## src/rtl/fft_stage_controller.sv

```systemverilog
// Address and strobe sequencer for an in-place radix-2 DIT FFT on one shared butterfly.
// Issues one butterfly per RUN cycle. Writes follow the reads through a fixed-latency delay line.
module fft_stage_controller #(
    parameter int unsigned LOG2N  = 6,
    parameter int unsigned RD_LAT = 1,
    parameter int unsigned BF_LAT = 0
) (
    input  logic                       clk,
    input  logic                       rst,
    input  logic                       start,
    output logic                       busy,
    output logic                       done,
    output logic [$clog2(LOG2N)-1:0]   stage,
    output logic                       rd_en,
    output logic [LOG2N-1:0]           rd_addr_a,
    output logic [LOG2N-1:0]           rd_addr_b,
    output logic [LOG2N-2:0]           tw_addr,
    output logic                       wr_en,
    output logic [LOG2N-1:0]           wr_addr_a,
    output logic [LOG2N-1:0]           wr_addr_b
);

    localparam int unsigned Sw  = $clog2(LOG2N);
    localparam int unsigned Bw  = LOG2N - 1;
    localparam int          Lat = int'(RD_LAT + BF_LAT);
    localparam int unsigned Pw  = 1 + 2 * LOG2N;

    localparam logic [Sw-1:0] SLast = Sw'(LOG2N - 1);
    localparam logic [2:0]    DLast = 3'(Lat - 1);

    typedef enum logic [1:0] {StIdle, StRun, StDrain, StDone} state_e;

    state_e        state_q, state_d;
    logic [Sw-1:0] s_q, s_d;
    logic [Bw-1:0] b_q, b_d;
    logic [2:0]    drn_q, drn_d;
    logic          stage_end;

    logic [LOG2N-1:0] half, grp, addr_a, addr_b;
    logic [Bw-1:0]    pos, tw;

    always_ff @(posedge clk) begin
        if (rst) begin
            state_q <= StIdle;
            s_q     <= '0;
            b_q     <= '0;
            drn_q   <= '0;
        end else begin
            state_q <= state_d;
            s_q     <= s_d;
            b_q     <= b_d;
            drn_q   <= drn_d;
        end
    end

    always_comb begin
        state_d   = state_q;
        s_d       = s_q;
        b_d       = b_q;
        drn_d     = drn_q;
        stage_end = 1'b0;
        unique case (state_q)
            StIdle: begin
                if (start) begin
                    state_d = StRun;
                    s_d     = '0;
                    b_d     = '0;
                end
            end
            StRun: begin
                b_d = b_q + 1'b1;
                if (b_q == '1) begin
                    b_d = '0;
                    // With no pipeline delay the next stage can follow immediately.
                    if (Lat > 0) begin
                        state_d = StDrain;
                        drn_d   = '0;
                    end else begin
                        stage_end = 1'b1;
                    end
                end
            end
            StDrain: begin
                drn_d = drn_q + 1'b1;
                if (drn_q == DLast) begin
                    stage_end = 1'b1;
                end
            end
            StDone: begin
                state_d = StIdle;
            end
            default: begin
                state_d = StIdle;
            end
        endcase
        if (stage_end) begin
            if (s_q == SLast) begin
                state_d = StDone;
            end else begin
                state_d = StRun;
                s_d     = s_q + 1'b1;
                b_d     = '0;
            end
        end
    end

    always_comb begin
        half   = LOG2N'(1) << s_q;
        grp    = {1'b0, b_q} >> s_q;
        pos    = b_q & Bw'(half - 1'b1);
        addr_a = ((grp << s_q) << 1) | {1'b0, pos};
        addr_b = addr_a + half;
        tw     = pos << (SLast - s_q);

        busy      = (state_q != StIdle);
        done      = (state_q == StDone);
        stage     = s_q;
        rd_en     = 1'b0;
        rd_addr_a = '0;
        rd_addr_b = '0;
        tw_addr   = '0;
        if (state_q == StRun) begin
            rd_en     = 1'b1;
            rd_addr_a = addr_a;
            rd_addr_b = addr_b;
            tw_addr   = tw;
        end
    end

    logic [Pw-1:0] rd_word;
    assign rd_word = {rd_en, rd_addr_a, rd_addr_b};

    generate
        if (Lat == 0) begin : g_nolat
            assign {wr_en, wr_addr_a, wr_addr_b} = rd_word;
        end else begin : g_lat
            logic [Pw-1:0] pipe_q [Lat];
            logic [Pw-1:0] pipe_d [Lat];

            always_comb begin
                pipe_d[0] = rd_word;
                for (int i = 1; i < Lat; i++) begin
                    pipe_d[i] = pipe_q[i-1];
                end
            end

            always_ff @(posedge clk) begin
                if (rst) begin
                    for (int i = 0; i < Lat; i++) begin
                        pipe_q[i] <= '0;
                    end
                end else begin
                    pipe_q <= pipe_d;
                end
            end

            assign {wr_en, wr_addr_a, wr_addr_b} = pipe_q[Lat-1];
        end
    endgenerate

endmodule

```

## config.mk

```make
export PLATFORM = sky130hd
export DESIGN_NAME = fft_stage_controller
export DESIGN_NICKNAME = d
export VERILOG_FILES = /design/src/rtl/fft_stage_controller.sv
export SDC_FILE = /design/constraint.sdc
export NUM_CORES = 1
export LEC_CHECK = 0
export CORE_ASPECT_RATIO = 1.5
export CORE_UTILIZATION = 25
export DETAILED_ROUTE_END_ITERATION = 8
export PLACE_DENSITY_LB_ADDON = 0.1
export SLEW_MARGIN = 20
export SYNTH_ARGS = -nofsm -noshare
export SYNTH_HDL_FRONTEND = slang
export SYNTH_SLANG_ARGS = --single-unit
export TNS_END_PERCENT = 30
```

## constraint.sdc

```tcl
create_clock -name clk -period 3.6 [get_ports clk]
set_input_delay 0.72 -clock clk [delete_from_list [all_inputs] [get_ports clk]]
set_output_delay 0.72 -clock clk [all_outputs]
set_load 0.01 [all_outputs]
```

==> results of run 1 <==
[metrics by stage]
| stage | total power, mW | cells | setup WS, ns | hold WS [ns] |
|---|---|---|---|---|
| 6_report | 0.618 | 369 | 0.115 | 0.507 |
| 5_1_grt | 0.642 | 369 | -0.0247 | 0.537 |
| 4_1_cts | 0.627 | 369 | 0.0174 | 0.509 |
| 3_5_place_dp | 0.368 | 363 | -0.208 | 0.494 |
| 3_3_place_gp | 0.367 | 363 | -0.179 | 0.490 |
| 2_1_floorplan | 0.340 | 229 | 0.0402 | 0.464 |
[critical path, delay by kind of cell, from the launching register on]
kind                       cells  cell delay [ns]
AOI/OAI and AO/OA              4             0.89
DFF                            1             0.35
buffers and inverters          4             0.49
xor gates and xnor gates       1             0.15
adders and majority gates      2             0.44
and+or+nand+nor                2             0.16
[synthesized netlist by cell type, types with 3 or more instances]
| master | number | area (sq um) |
|---|---|---|
| xor2_1 | 4 | 35.0 |
| nor2_1 | 44 | 165 |
| buf_2 | 4 | 20.0 |
| clkbuf_1 | 4 | 15.0 |
| buf_6 | 4 | 45.0 |
| a21oi_1 | 14 | 70.1 |
| a311oi_1 | 3 | 26.3 |
| o21ai_0 | 3 | 15.0 |
| o21bai_1 | 3 | 22.5 |
| dfxtp_1 | 26 | 521 |
| a31oi_1 | 4 | 25.0 |
| nand2_1 | 19 | 71.3 |
| nor3_1 | 6 | 30.0 |
| a22oi_1 | 3 | 22.5 |
| and2_1 | 5 | 31.3 |
| inv_1 | 15 | 56.3 |
| o32ai_1 | 4 | 35.0 |
| nor2b_1 | 4 | 25.0 |
| nand3_1 | 5 | 25.0 |
| nand2b_1 | 4 | 25.0 |
| ha_1 | 14 | 175 |
[sequential cells by signal, indices dropped and copies added (netlist names)]
signal / flops
g_lat.pipe_q: 13
state_q: 2
stage: 3
drn_q: 3
b_q: 5
[layer usage]
layer | vias to the layer above | part of all wire (%) | wire length [um]
li1 | 913 | - | -
met1 | 838 | 37 | 2020
met2 | 52 | 57 | 3070
met3 | 6 | 4.3 | 234
met4 | 0 | 1.8 | 95
met5 | - | 0 | 0
[kinds of logic (layout without fill, tap and decap cells)]
kind of cell / count (synthesis) / in the layout
xor+xnor: 6 / 6
fa+ha+maj: 14 / 14
buf+inv: 31 / 95
simple gates: 101 / 101
flops: 26 / 26
compound gates: 50 / 50
other cells: 1 / 1
[area by class of cell]
cell class	instances	area [sq um]	area share, %
multi-input combinational	172	1200	46.2
timing repair buffer	75	649	24.9
sequential	26	523	20.1
tap	76	95.1	3.65
inverter	16	62.6	2.40
clock buffer	3	41.3	1.59
clock inverter	1	30.0	1.15
[worst max-delay path by stage]
stage          depth (start not counted)            to
2_1_floorplan                         15  rd_addr_b[5]
3_3_place_gp                          14  rd_addr_b[5]
3_5_place_dp                          14  rd_addr_b[5]
4_1_cts                               14  rd_addr_b[5]
5_1_grt                               13  rd_addr_b[5]
6_report                              13  rd_addr_b[3]
[what timing repair did]
action	in CTS	in global routing
buffers inserted	2	1
gates resized for setup	16	24
setup endpoints to repair	4	3
pin swaps	3	10
[power by group]
part | total (mW) | switching, mW | internal [mW]
clock | 0.256 | 0.107 | 0.149
sequential | 0.296 | 0.00472 | 0.291
combinational | 0.0659 | 0.0367 | 0.0292
total | 0.618 | 0.149 | 0.470
[placed cells by master (no fill, tap or decap), drive strengths merged, types with 3 or more instances in the layout]
master,n
a311oi,3
or2,3
inv,16
nor2,44
a31oi,4
a21oi,14
nor2b,4
o21ai,4
xor2,4
nand2b,5
nand3,5
clkdlybuf4s50,34
clkbuf,4
nand2,19
a2111oi,3
ha,14
buf,38
a22oi,3
nor3,7
o21bai,3
and2,5
dfxtp,26
o32ai,4
==> summary.txt, run 1 <==
Global routing
  • GR Layer Usage met3: 1.84%
  • First-pass GRT wire length: 8630 um
  • Grt met2 use: 30.3%
  • Antenna violations before repair: 0
  • M1 GR Usage: 15.2%
  • Pin count of the biggest net entering global routing: 16
  • Total global-route track usage: 14.9%
  • Gr ovfl total: 0
  • Vias in the first global route: 1751
  • GRT Max-Usage Layer: met2

Synthesis
  • Mapped Cells: 229
  • Mapped Nets: 246
  • Adder-cell share of the synthesized area: 10.1%
  • Synth cell types: 51
  • Post-synth top flop: dfxtp_1
  • Synth Area in Simple Gates: 27.5%
  • Syn Std Cell Area: 1740 sq um
  • Compound-Gate Fraction of Synth Area: 20.5%
  • Post-synthesis average cell area: 7.61 sq um
  • Main combinational cell family by area after synthesis: simple AND/OR/NAND/NOR gates
  • Warnings, synthesis: 0
  • Mux cell area share after synthesis: 0%
  • XOR/XNOR Fraction of Synth Area: 3.02%
  • Register area share after synthesis: 29.9%
  • Post-synth EDFFs: 0
  • Ys async rst share: 0%
  • Yosys reg bits: 26

Clock network
  • Longest Clk Path Bufs: 2
  • CTS buffer count: 3
  • CTS Sinks: 26
  • TritonCTS clock tree: done
  • Worst skew pair latency: 0.28 ns
  • Hold buffer count at cts: 0
  • Root Buffer: clkbuf_8
  • Worst-path clk slew: 0.10 ns
  • H-tree depth: 1

Die
  • Chip height: 104 um
  • Number of I/O pins: 39
  • FP Rows: 36
  • Die X: 70.2 um
  • Initial Util: 26.3%
  • Die area: 7320 sq um
  • CORE AREA: 6620 sq um

Layout
  • Final core utilization: 39.3%
  • Fillers: 715
  • N_diodes: 0
  • Layout Nets: 311
  • Share of cells above drive strength 1: 25.3%
  • Area Growth Syn to Fin: 49.4%
  • Post-layout instance area: 2600 sq um

Critical path
  • Crit path launch type: flop
  • Max stage delay cell, worst path: dfxtp_2
  • Reg-to-reg slack, setup: 1.16 ns
  • Reg2reg path depth: 12
  • Required @ worst endpoint: 2.88 ns
  • Critical path type: flop to output port
  • CP Cell Sequence: buf_6, ha_4, o21a_1, o31a_1, a31oi_4, inv_2, ha_4, inv_4, a211oi_4, nor2_1, xor2_1, nor2_1, dlygate4sd2_1
  • Crit path from: stage[0]$_SDFF_PP0_
  • Crit path largest cell delay: 0.35 ns
  • CP arrival: 2.77 ns
  • Worst setup EP type: output port
  • Capturing point of the worst reg2reg path: g_lat.pipe_q[4]$_SDFF_PP0_
  • CP max FO: 4
  • Reg2reg start: stage[0]$_SDFF_PP0_

STA
  • Rel. slew slack: 57.2%
  • Minimum clock period: 3.49 ns
  • Peak Freq: 287 MHz
  • Clock skew: 0.00474 ns
  • Final Max Tran Viols: 0
  • Final TNS setup: 0 ns
  • Final hold violations: 0
  • Setup violators final: 0
  • Worst slew pin tran: 0.642 ns
  • Final period util: 96.8%

Routing
  • Drt pass-1 iters: 6
  • Vias: 1809
  • Via-to-Cell Ratio: 4.90
  • Final WL: 5420 um
  • Post-route ant nets: 0
  • Wirelength per Cell: 14.7 um
  • DRC Markers: 0
  • Starting DRC count in detailed routing: 92

Power and ir drop
  • Power Dens Cells: 237 nW/um^2
  • Leak: 1.01 nW
  • Worst IR Drop VDD: 0.000128 V

Hold path
  • Hold path startpoint: drn_q[2]$_SDFFE_PP0P_
  • Hold endpoint: drn_q[2]$_SDFFE_PP0P_
  • Worst hold path class: flop to flop
  • Hold depth: 2

Placement
  • Final GP Congestion: 0.794
  • Post-DP HPWL: 4210 um
  • Port Buf Inserts: 38
  • Post-DP Area: 2390 sq um

Outcome
  • Status: finished clean

Run
  • Max cap viols: 0
Power figures use the tool's default switching activity.
==> run 2, diff against run 1 <==
--- a/config.mk
+++ b/config.mk
@@ -6,7 +6,7 @@
 export NUM_CORES = 1
 export LEC_CHECK = 0
 export CORE_ASPECT_RATIO = 1.5
-export CORE_UTILIZATION = 25
+export CORE_UTILIZATION = 45
 export DETAILED_ROUTE_END_ITERATION = 8
 export PLACE_DENSITY_LB_ADDON = 0.1
 export SLEW_MARGIN = 20
==> constraint.sdc (replaced) <==
create_clock -name clk -period 3 [get_ports clk]
set_input_delay 0.6 -clock clk [delete_from_list [all_inputs] [get_ports clk]]
set_output_delay 0.6 -clock clk [all_outputs]
set_load 0.01 [all_outputs]
==> run 2 against run 1 <==
Compared with the run above: the flow now finishes with violations (negative setup slack); clock skew increased by 0.0012 ns; setup slack worse by 0.63 ns; count of clock-buffer cells in the layout up 1; design area up 2.7%.
==> summary.txt, run 2 (synthesis results as in run 1) <==
Critical path
  • Critical path type: flop to output port
  • Max stage delay cell, worst path: dfxtp_4
  • Crit path largest cell delay: 0.38 ns (+0.03 ns)
  • Worst setup EP type: output port
  • CP max FO: 4 (unchanged)
  • Crit path launch type: flop
  • Crit path top cell by count: nor2_1
  • Required @ worst endpoint: 2.40 ns (-0.48 ns)
  • CP Cell Sequence: inv_6, ha_4, buf_4, nor2_1, o21ai_0, nand2_1, a22oi_2, inv_1, ha_1, nor2b_1, a311oi_2, xor2_1, nor2_1, buf_2
  • Largest delay share family, worst path: compound AO/OA/AOI/OAI gates
  • Buf/Inv on CP: 4 (unchanged)
  • CP arrival: 2.91 ns (+0.14 ns)

STA
  • Setup violators final: 5 (+5)
  • WHS: 0.507 ns (+0.000630 ns)
  • Worst slew pin tran: 0.569 ns (-0.0729 ns)
  • Clock skew: 0.00598 ns (+0.00124 ns)
  • Peak Freq: 285 MHz
  • Final hold violations: 0 (unchanged)
  • RSZ-0062 raised after global routing: true
  • Final worst slack: -0.514 ns (-0.629 ns)
  • Final Max Tran Viols: 0 (unchanged)
  • Rel. slew slack: 62.0% (+4.8 points)
  • Final period util: 117%
  • Minimum clock period: 3.51 ns

Die
  • Number of I/O pins: 39 (unchanged)
  • FP Rows: 27 (-25%)
  • Die X: 52.8 um (-25%)
  • Initial Util: 47.3% (+21 points)
  • Die area: 4130 sq um (-44%)
  • CORE AREA: 3680 sq um (-44%)
  • Chip height: 78.2 um (-25%)

Routing
  • Post-route ant nets: 0 (unchanged)
  • Wirelength per Cell: 15.9 um (+7.9%)
  • Starting DRC count in detailed routing: 77 (-16%)
  • Via-to-Cell Ratio: 5.56 (+13%)
  • DRC Markers: 0 (unchanged)
  • Final WL: 5530 um (+2.1%)
  • Drt pass-1 iters: 4 (-2)
  • Vias: 1939 (+7.2%)

Outcome
  • Status: complete, but fails checks
  • Failing checks: negative setup slack

Clock network
  • Longest Clk Path Bufs: 2 (unchanged)
  • Worst-path clk slew: 0.10 ns (about the same)
  • CTS Sinks: 26 (unchanged)
  • CTS buffer count: 3 (unchanged)
  • Worst skew pair latency: 0.28 ns (about the same)
  • Root Buffer: clkbuf_8
  • TritonCTS clock tree: done
  • H-tree depth: 1 (unchanged)

Power and ir drop
  • Leak: 1.12 nW (+11%)
  • Total power: 0.699 mW (+13%)
  • Worst IR Drop VDD: 0.000238 V (+86%)
  • Power Dens Cells: 262 nW/um^2 (+10%)

Layout
  • Largest regs: g_lat.pipe_q x13, b_q x5
  • Post-layout instance area: 2670 sq um (+2.7%)
  • Area Growth Syn to Fin: 53.4%
  • Most flops, register: g_lat.pipe_q
  • Max reg flops: 13 (unchanged)
  • Fin cells: 349 (-5.4%)
  • Most common cell after layout, fill and taps aside: buf_4
  • Most frequent cells in the layout: buf_4 (47), nor2_1 (43), clkdlybuf4s50_1 (27), dfxtp_1 (24), nand2_1 (18)
  • Layout Nets: 324 (+4.2%)
  • N_diodes: 0 (unchanged)
  • Share of cells above drive strength 1: 31.0% (+5.8 points)

Global routing
  • Pin count of the biggest net entering global routing: 20 (+4)
  • Antenna violations before repair: 0 (unchanged)
  • First-pass GRT wire length: 8490 um (-1.6%)
  • Vias in the first global route: 1881 (+7.4%)
  • Gr ovfl total: 0 (unchanged)
  • Total global-route track usage: 27.3% (+12 points)

Hold path
  • Worst hold path class: flop to flop

Placement
  • Post-DP Area: 2350 sq um (-1.5%)
  • Post-DP HPWL: 3630 um (-14%)
  • Final GP Congestion: 0.901 (+13%)
  • Port Buf Inserts: 38 (unchanged)
  • Placed insts: 328 (-9.6%)

Run
  • Max cap viols: 0 (unchanged)
[run 2: cell count changes in the layout (fill, tap and decap cells not counted), moves of 2 or more]
cell             change
inv_2                -2
dfxtp_4              +2
dlymetal6s2s_1       +2
buf_6                +2
dfxtp_2              -2
buf_4               +11
buf_2                +4
clkdlybuf4s50_1      -7
[run 2: through the flow]
step                      TNS [ns]  setup slack [ns]  util [%]
after floorplan             -0.276            -0.151         -
after global placement       -1.35            -0.469      63.8
after detailed placement     -1.66            -0.554      63.8
after CTS                    -1.06            -0.379      70.3
after global routing         -1.92            -0.580      72.6
final                        -1.45            -0.514      72.6
[run 2: what timing repair did]
item,in CTS,in global routing
hold buffers,0,0
buffers inserted,12,5
pin swaps,15,16
resized for setup,43,19
cloned,0,0
setup endpoints to repair,9,10
[run 2: report_power, final]
group          switching, mW  internal [mW]  total (mW)
clock network          0.123          0.145       0.269
registers            0.00525          0.348       0.353
logic                 0.0433         0.0342      0.0775
total                  0.172          0.527       0.699
[run 2: worst register-to-register path, stage by stage, from the launching register on]
cell      delay (ns)
dfxtp_4         0.38
inv_6           0.07
ha_4            0.16
buf_4           0.12
nor2_1          0.05
o21ai_0         0.29
nand2_1         0.16
a22oi_2         0.19
inv_1           0.07
ha_1            0.31
nor2b_1         0.15
a311oi_2        0.27
xor2_1          0.22
buf_4           0.14
buf_4           0.09
buf_4           0.09
nor2_1          0.03
[run 2: worst paths after layout]
check             depth (start not counted)                         end  slack, ns                   from
setup reg to reg                         16  g_lat.pipe_q[5]$_SDFF_PP0_       0.11    stage[1]$_SDFF_PP0_
hold reg to reg                           2       drn_q[0]$_SDFFE_PP0P_       0.51  drn_q[0]$_SDFFE_PP0P_
hold / removal                            2       drn_q[0]$_SDFFE_PP0P_       0.51  drn_q[0]$_SDFFE_PP0P_
setup / recovery                         14                rd_addr_b[5]      -0.51    stage[1]$_SDFF_PP0_
[run 2: cell type report]
| class | instances | area, sq um |
|---|---|---|
| clock buffer | 4 | 66.3 |
| tap | 43 | 53.8 |
| sequential | 26 | 528 |
| fill | 297 | 1010 |
| inverter | 16 | 70.1 |
| timing repair buffer | 88 | 738 |
| multi-input combinational | 172 | 1220 |
[run 2: layer usage]
metal	global-route usage [%]	part of all wire, %
met1	29.2	37
met2	48.5	53
met3	2.33	4.4
met4	17.9	5.9
met5	0	0
